$ cat src/rtl/instruction_fetch_unit_pkg.sv
`default_nettype none
// ============================================================================
//  Module   : instruction_fetch_unit_pkg
//  Purpose  : Shared definitions for the fetch unit and the decoder:
//             fetch FSM state encoding, NOP/HALT opcodes and the PC
//             increment helper (8-bit, wraps FF -> 00).
//  Revision : 1.0 - initial release
// ============================================================================
package instruction_fetch_unit_pkg;

    localparam int          c_ADDR_W      = 8;
    localparam logic [7:0]  c_NOP_OPCODE  = 8'h00;
    localparam logic [7:0]  c_HALT_OPCODE = 8'hFF;

    typedef enum logic [1:0] {
        ST_IDLE = 2'd0,
        ST_RUN  = 2'd1,
        ST_HALT = 2'd2
    } fetch_state_t;

    // Natural 8-bit overflow gives the FF -> 00 wrap with no flag.
    function automatic logic [c_ADDR_W-1:0] next_pc(input logic [c_ADDR_W-1:0] pc);
        return pc + 8'd1;
    endfunction

endpackage
`default_nettype wire

$ cat src/rtl/instruction_fetch_unit_pc_register.sv
`default_nettype none
// ============================================================================
//  Module   : pc_register
//  Purpose  : 8-bit program counter with load / increment / hold.
//             Load has priority over increment; neither means hold.
//  Ports    : clk_i        - clock
//             reset_i      - asynchronous active-high reset (pc <= RESET_PC)
//             load_i       - load load_addr_i
//             load_addr_i  - redirect address
//             inc_i        - advance to the next sequential address (wraps)
//             pc_o         - current program counter
//  Revision : 1.0 - initial release
// ============================================================================
module pc_register
    import instruction_fetch_unit_pkg::*;
#(
    parameter logic [7:0] RESET_PC = 8'h00
) (
    input  logic       clk_i,
    input  logic       reset_i,
    input  logic       load_i,
    input  logic [7:0] load_addr_i,
    input  logic       inc_i,
    output logic [7:0] pc_o
);

    logic [7:0] pc_q;
    logic [7:0] pc_d;

    always_comb begin
        pc_d = pc_q;
        if (load_i) begin
            pc_d = load_addr_i;
        end else if (inc_i) begin
            pc_d = next_pc(pc_q);
        end
    end

    always_ff @(posedge clk_i or posedge reset_i) begin
        if (reset_i) begin
            pc_q <= RESET_PC;
        end else begin
            pc_q <= pc_d;
        end
    end

    assign pc_o = pc_q;

endmodule
`default_nettype wire

$ cat src/rtl/instruction_fetch_unit.sv
`default_nettype none
// ============================================================================
//  Module   : instruction_fetch_unit
//  Purpose  : Sequential requester for a 256x8 combinational instruction
//             memory. Drives the address from the PC, registers the returned
//             byte into the IR with its address and a valid flag, and handles
//             stall, branch redirect/flush, HALT detection and a saturating
//             fetch counter.
//  Ports    : clk_i            - clock, rising edge
//             reset_i          - asynchronous active-high reset
//             enable_i         - start fetching (sampled in IDLE only)
//             stall_i          - hold PC, IR and counter
//             branch_en_i      - redirect PC and flush IR (beats stall)
//             branch_target_i  - redirect address
//             imem_addr_o      - memory address (= PC, unregistered)
//             imem_instr_i     - memory data for imem_addr_o
//             instr_out_o      - IR contents
//             instr_pc_o       - address the IR contents came from
//             instr_valid_o    - IR holds a real fetched instruction
//             halted_o         - unit is halted
//             fetch_count_o    - valid captures so far, saturating
//  Revision : 1.0 - initial release
// ============================================================================
module instruction_fetch_unit
    import instruction_fetch_unit_pkg::*;
#(
    parameter logic [7:0] RESET_PC    = 8'h00,
    parameter logic [7:0] NOP_OPCODE  = c_NOP_OPCODE,
    parameter logic [7:0] HALT_OPCODE = c_HALT_OPCODE,
    parameter int         CNT_W       = 16
) (
    input  logic             clk_i,
    input  logic             reset_i,
    input  logic             enable_i,
    input  logic             stall_i,
    input  logic             branch_en_i,
    input  logic [7:0]       branch_target_i,
    output logic [7:0]       imem_addr_o,
    input  logic [7:0]       imem_instr_i,
    output logic [7:0]       instr_out_o,
    output logic [7:0]       instr_pc_o,
    output logic             instr_valid_o,
    output logic             halted_o,
    output logic [CNT_W-1:0] fetch_count_o
);

    fetch_state_t     state_q;
    logic [7:0]       instr_q;
    logic [7:0]       instr_pc_q;
    logic             valid_q;
    logic             halted_q;
    logic [CNT_W-1:0] count_q;
    logic [CNT_W-1:0] count_d;

    logic [7:0]       pc_w;
    logic             pc_load_w;
    logic             pc_inc_w;

    // PC only moves in RUN; a branch overrides a simultaneous stall.
    assign pc_load_w = (state_q == ST_RUN) && branch_en_i;
    assign pc_inc_w  = (state_q == ST_RUN) && !branch_en_i && !stall_i;

    pc_register #(
        .RESET_PC (RESET_PC)
    ) u_pc_register (
        .clk_i       (clk_i),
        .reset_i     (reset_i),
        .load_i      (pc_load_w),
        .load_addr_i (branch_target_i),
        .inc_i       (pc_inc_w),
        .pc_o        (pc_w)
    );

    // Saturating increment: an all-ones counter stays all-ones.
    assign count_d = (&count_q) ? count_q
                                : count_q + {{(CNT_W-1){1'b0}}, 1'b1};

    always_ff @(posedge clk_i or posedge reset_i) begin
        if (reset_i) begin
            state_q    <= ST_IDLE;
            instr_q    <= NOP_OPCODE;
            instr_pc_q <= 8'h00;
            valid_q    <= 1'b0;
            halted_q   <= 1'b0;
            count_q    <= '0;
        end else begin
            case (state_q)
                ST_IDLE: begin
                    // The entry edge into RUN captures nothing.
                    valid_q <= 1'b0;
                    if (enable_i) begin
                        state_q <= ST_RUN;
                    end
                end
                ST_RUN: begin
                    if (branch_en_i) begin
                        // Flush: drop the instruction currently addressed;
                        // instr_pc keeps the last real fetch address.
                        instr_q <= NOP_OPCODE;
                        valid_q <= 1'b0;
                    end else if (!stall_i) begin
                        instr_q    <= imem_instr_i;
                        instr_pc_q <= pc_w;
                        valid_q    <= 1'b1;
                        count_q    <= count_d;
                        // HALT is still presented as valid for one cycle.
                        if (imem_instr_i == HALT_OPCODE) begin
                            state_q <= ST_HALT;
                        end
                    end
                end
                ST_HALT: begin
                    valid_q  <= 1'b0;
                    halted_q <= 1'b1;
                end
                default: begin
                    state_q <= ST_IDLE;
                end
            endcase
        end
    end

    assign imem_addr_o   = pc_w;
    assign instr_out_o   = instr_q;
    assign instr_pc_o    = instr_pc_q;
    assign instr_valid_o = valid_q;
    assign halted_o      = halted_q;
    assign fetch_count_o = count_q;

endmodule
`default_nettype wire

$ cat config.mk
export PLATFORM = sky130hd
export DESIGN_NAME = instruction_fetch_unit
export DESIGN_NICKNAME = d
export VERILOG_FILES = /design/src/rtl/instruction_fetch_unit_pkg.sv /design/src/rtl/instruction_fetch_unit_pc_register.sv /design/src/rtl/instruction_fetch_unit.sv
export SDC_FILE = /design/constraint.sdc
export NUM_CORES = 1
export LEC_CHECK = 0
export CAP_MARGIN = 20
export CORE_UTILIZATION = 50
export DETAILED_ROUTE_END_ITERATION = 8
export PLACE_DENSITY = 0.87
export SKIP_LAST_GASP = 1
export SYNTH_ARGS = -nofsm -noshare
export SYNTH_HDL_FRONTEND = slang
export SYNTH_HIERARCHICAL = 1
export SYNTH_SLANG_ARGS = --single-unit
$ cat constraint.sdc
create_clock -name clk_i -period 5.8 [get_ports clk_i]
set_input_delay 0.58 -clock clk_i [delete_from_list [all_inputs] [get_ports clk_i]]
set_output_delay 0.58 -clock clk_i [all_outputs]
set_load 0.03 [all_outputs]
==> metrics.csv <==
metric,value,unit
H-Tree Depth,2,
Max Clock Skew,0.00438,ns
dpl cells,281,
Slew Limit Fails,0,
metal2 WL,2.21,mm
Finished Layout Cells,289,
worst-skew pair later-pin latency,0.30,ns
clk buf depth,2,
root buffer cell,clkbuf_8,
fmax,426,MHz
"commonest non-fill, non-tap cell in the layout",clkdlybuf4s50_1,
CP arrival,2.56,ns
RSZ-0062 raised after global routing,no,
measured slew at the worst slew-check pin,0.657,ns
Mean Syn Cell Area,11.6,µm²
pre-CTS setup slack,3.15,ns
met1 wire length,1.82,mm
routed vias/inst,5.52,
post-CTS setup buffer count,0,
post-cts resize count,0,
worst hold slack,0.478,ns
CP Data Required Time,6.02,ns
Synth Warn #,6,
final worst slack,3.45,ns
Pre-antenna DRT Iters,4,
crit path capture type,register,
worst min-delay path category,register to register,
Seq cells post-synth,44,
mapped cell area,0.00201,mm²
run status,"complete, no violations",
highest routed metal layer,met4,
Nets,263,
Die Span Y,65.5,µm
switching power share of the total,20.5,%
CP max FO,26,
DRC Markers,0,
Net Sw Power,0.107,mW
Starting Density,53.4,%
"Hold Violations, Final",0,
die width,65.5,µm
Sink Count,44,
Layout area overhead,37.6,%
Final Wtd Congestion,0.765,
maximum vdd drop,0.146,mV
Clock transition at path regs,0.08,ns
CP Launch Type,input port,
Pwr per Cell Area,189,mW/mm²
clock buffer count from CTS,5,
layout cells sized above 1,11.6,%
initial DRC count,93,
gr ovfl total,0,
Vias,1596,
ANT nets after route,0,
CTS tree,yes,
Finished Core Util,73.5,%
first-pass GRT wire length,7.46,mm
number of buffers added on ports,62,
FF-to-FF path depth,6,
FP Rows,22,
Post-Syn Nets,197,
Leak,1.27,nW
fin crit share,40.4,%
n_diodes,0,
"wirelength, routed",4.31,mm
GRT Util Overall,23.6,%
wire length per cell,14.9,µm
relative slew slack,56.0,%
core area,0.00377,mm²
synth unique cells,37,
Final Setup Violations,0,
Pint,0.416,mW
Post-CTS Hold Buffers,0,
most frequent cells in the layout,"clkdlybuf4s50_1 (62), dfrtp_1 (44), nand2_1 (19)",
Max Cap Violations,0,
post-synthesis sequential area ratio,54.7,%
Clk pwr share,37.2,%
Worst Setup Path Type,input port to register,
initial antenna violation count,0,
die area,0.00428,mm²
I/O pin count,63,
largest net degree at the start of global routing,27,
setup TNS,0,ns
Synth Instances,174,
WHS Path Cells,1,
Reg power frac,58.6,%
number of global-route vias before repair,1654,
min Tclk post-route,2.35,ns
Gate power share,4.3,%
met3 WL,157,µm
DP HPWL,3.18,mm
state kept, by name, indices dropped and copies added, names as in the netlist:
register,flops
halted_o,1
state_q,2
u_pc_register/pc_o,8
fetch_count_o,16
instr_valid_o,1
instr_out_o,8
instr_pc_o,8
worst paths after layout:
kind | slack [ns] | from | end
max | 3.45 | branch_en_i | fetch_count_o[9]
min | 0.48 | halted_o | halted_o
max reg2reg | 3.78 | state_q[1] | fetch_count_o[9]
min reg2reg | 0.48 | halted_o | halted_o
max in group asynchronous | 4.45 | reset_i | fetch_count_o[13]
min in group asynchronous | 0.55 | reset_i | u_pc_register/pc_o[7]
layout make-up:
class,instances,area [µm²]
clock buffer,8,90.1
tap,48,60.1
multi-input combinational,119,857
fill,295,1000
inverter,5,18.8
timing repair buffer,65,643
sequential,44,1100
cells by family (layout without fill, tap and decap cells):
family          Yosys count  in the layout  share of synthesized area [%]
flops                    44             44                           54.7
simple gates             67             67                           19.6
mux                      11             11                           6.09
buf+inv                  11             78                           2.73
compound gates           21             21                           7.83
fa+ha+maj                 2              2                           1.24
xor+xnor                 18             18                           7.83
Yosys cell counts:
library cell,number,area (µm²)
mux2_2,9,101
o21ai_0,7,35.0
or4_1,3,22.5
xor2_1,16,140
o211a_1,1,10.0
ha_1,2,25.0
nor2_1,8,30.0
and4_1,1,8.76
o21ai_1,2,10.0
and3_1,1,6.26
buf_2,2,10.0
nand4_2,1,12.5
xnor2_1,2,17.5
a31o_2,1,8.76
nor2b_1,3,18.8
nand2b_1,2,12.5
nand2_1,19,71.3
inv_1,5,18.8
o41ai_2,1,16.3
nor4b_4,1,23.8
buf_6,1,11.3
mux2i_1,1,10.0
nand3_1,9,45.0
nand4_1,8,50.1
nor4_2,2,25.0
dfrtp_1,44,1100
nand3_2,1,10.0
buf_4,1,7.51
o211ai_1,1,7.51
or4_4,1,11.3
clkbuf_1,2,7.51
nor4_1,3,18.8
and3_2,1,7.51
nor3_2,1,10.0
mux2_1,1,11.3
nor3_1,2,10.0
a22o_1,8,70.1
through the flow:
step                      instance area [µm²]  total power, mW
after floorplan                          2010            0.318
after global placement                   2680            0.335
after detailed placement                 2680            0.335
after CTS                                2770            0.526
after global routing                     2770            0.543
final                                    2770            0.523
power groups by stage:
stage	Combinational, mW	Clock [mW]	Sequential [mW]
2_1_floorplan	0.00499	0	0.313
3_3_place_gp	0.0225	0	0.313
3_5_place_dp	0.0228	0	0.313
4_1_cts	0.0230	0.196	0.306
5_1_grt	0.0248	0.211	0.306
6_report	0.0224	0.195	0.307
routing by layer:
layer | global-route usage (%) | up-vias
li1 | - | 768
met1 | 28.0 | 770
met2 | 40.7 | 46
met3 | 3.65 | 12
met4 | 12.8 | 0
met5 | 0 | -
worst max-delay path: stages:
cell and delay [ns]:
clkdlybuf4s50_1 0.49, nor4b_4 0.27, buf_4 0.34, o41ai_2 0.12, buf_4 0.20, nor4_1 0.37, xor2_1 0.19
Note: power is estimated with default switching activity, not from simulation.
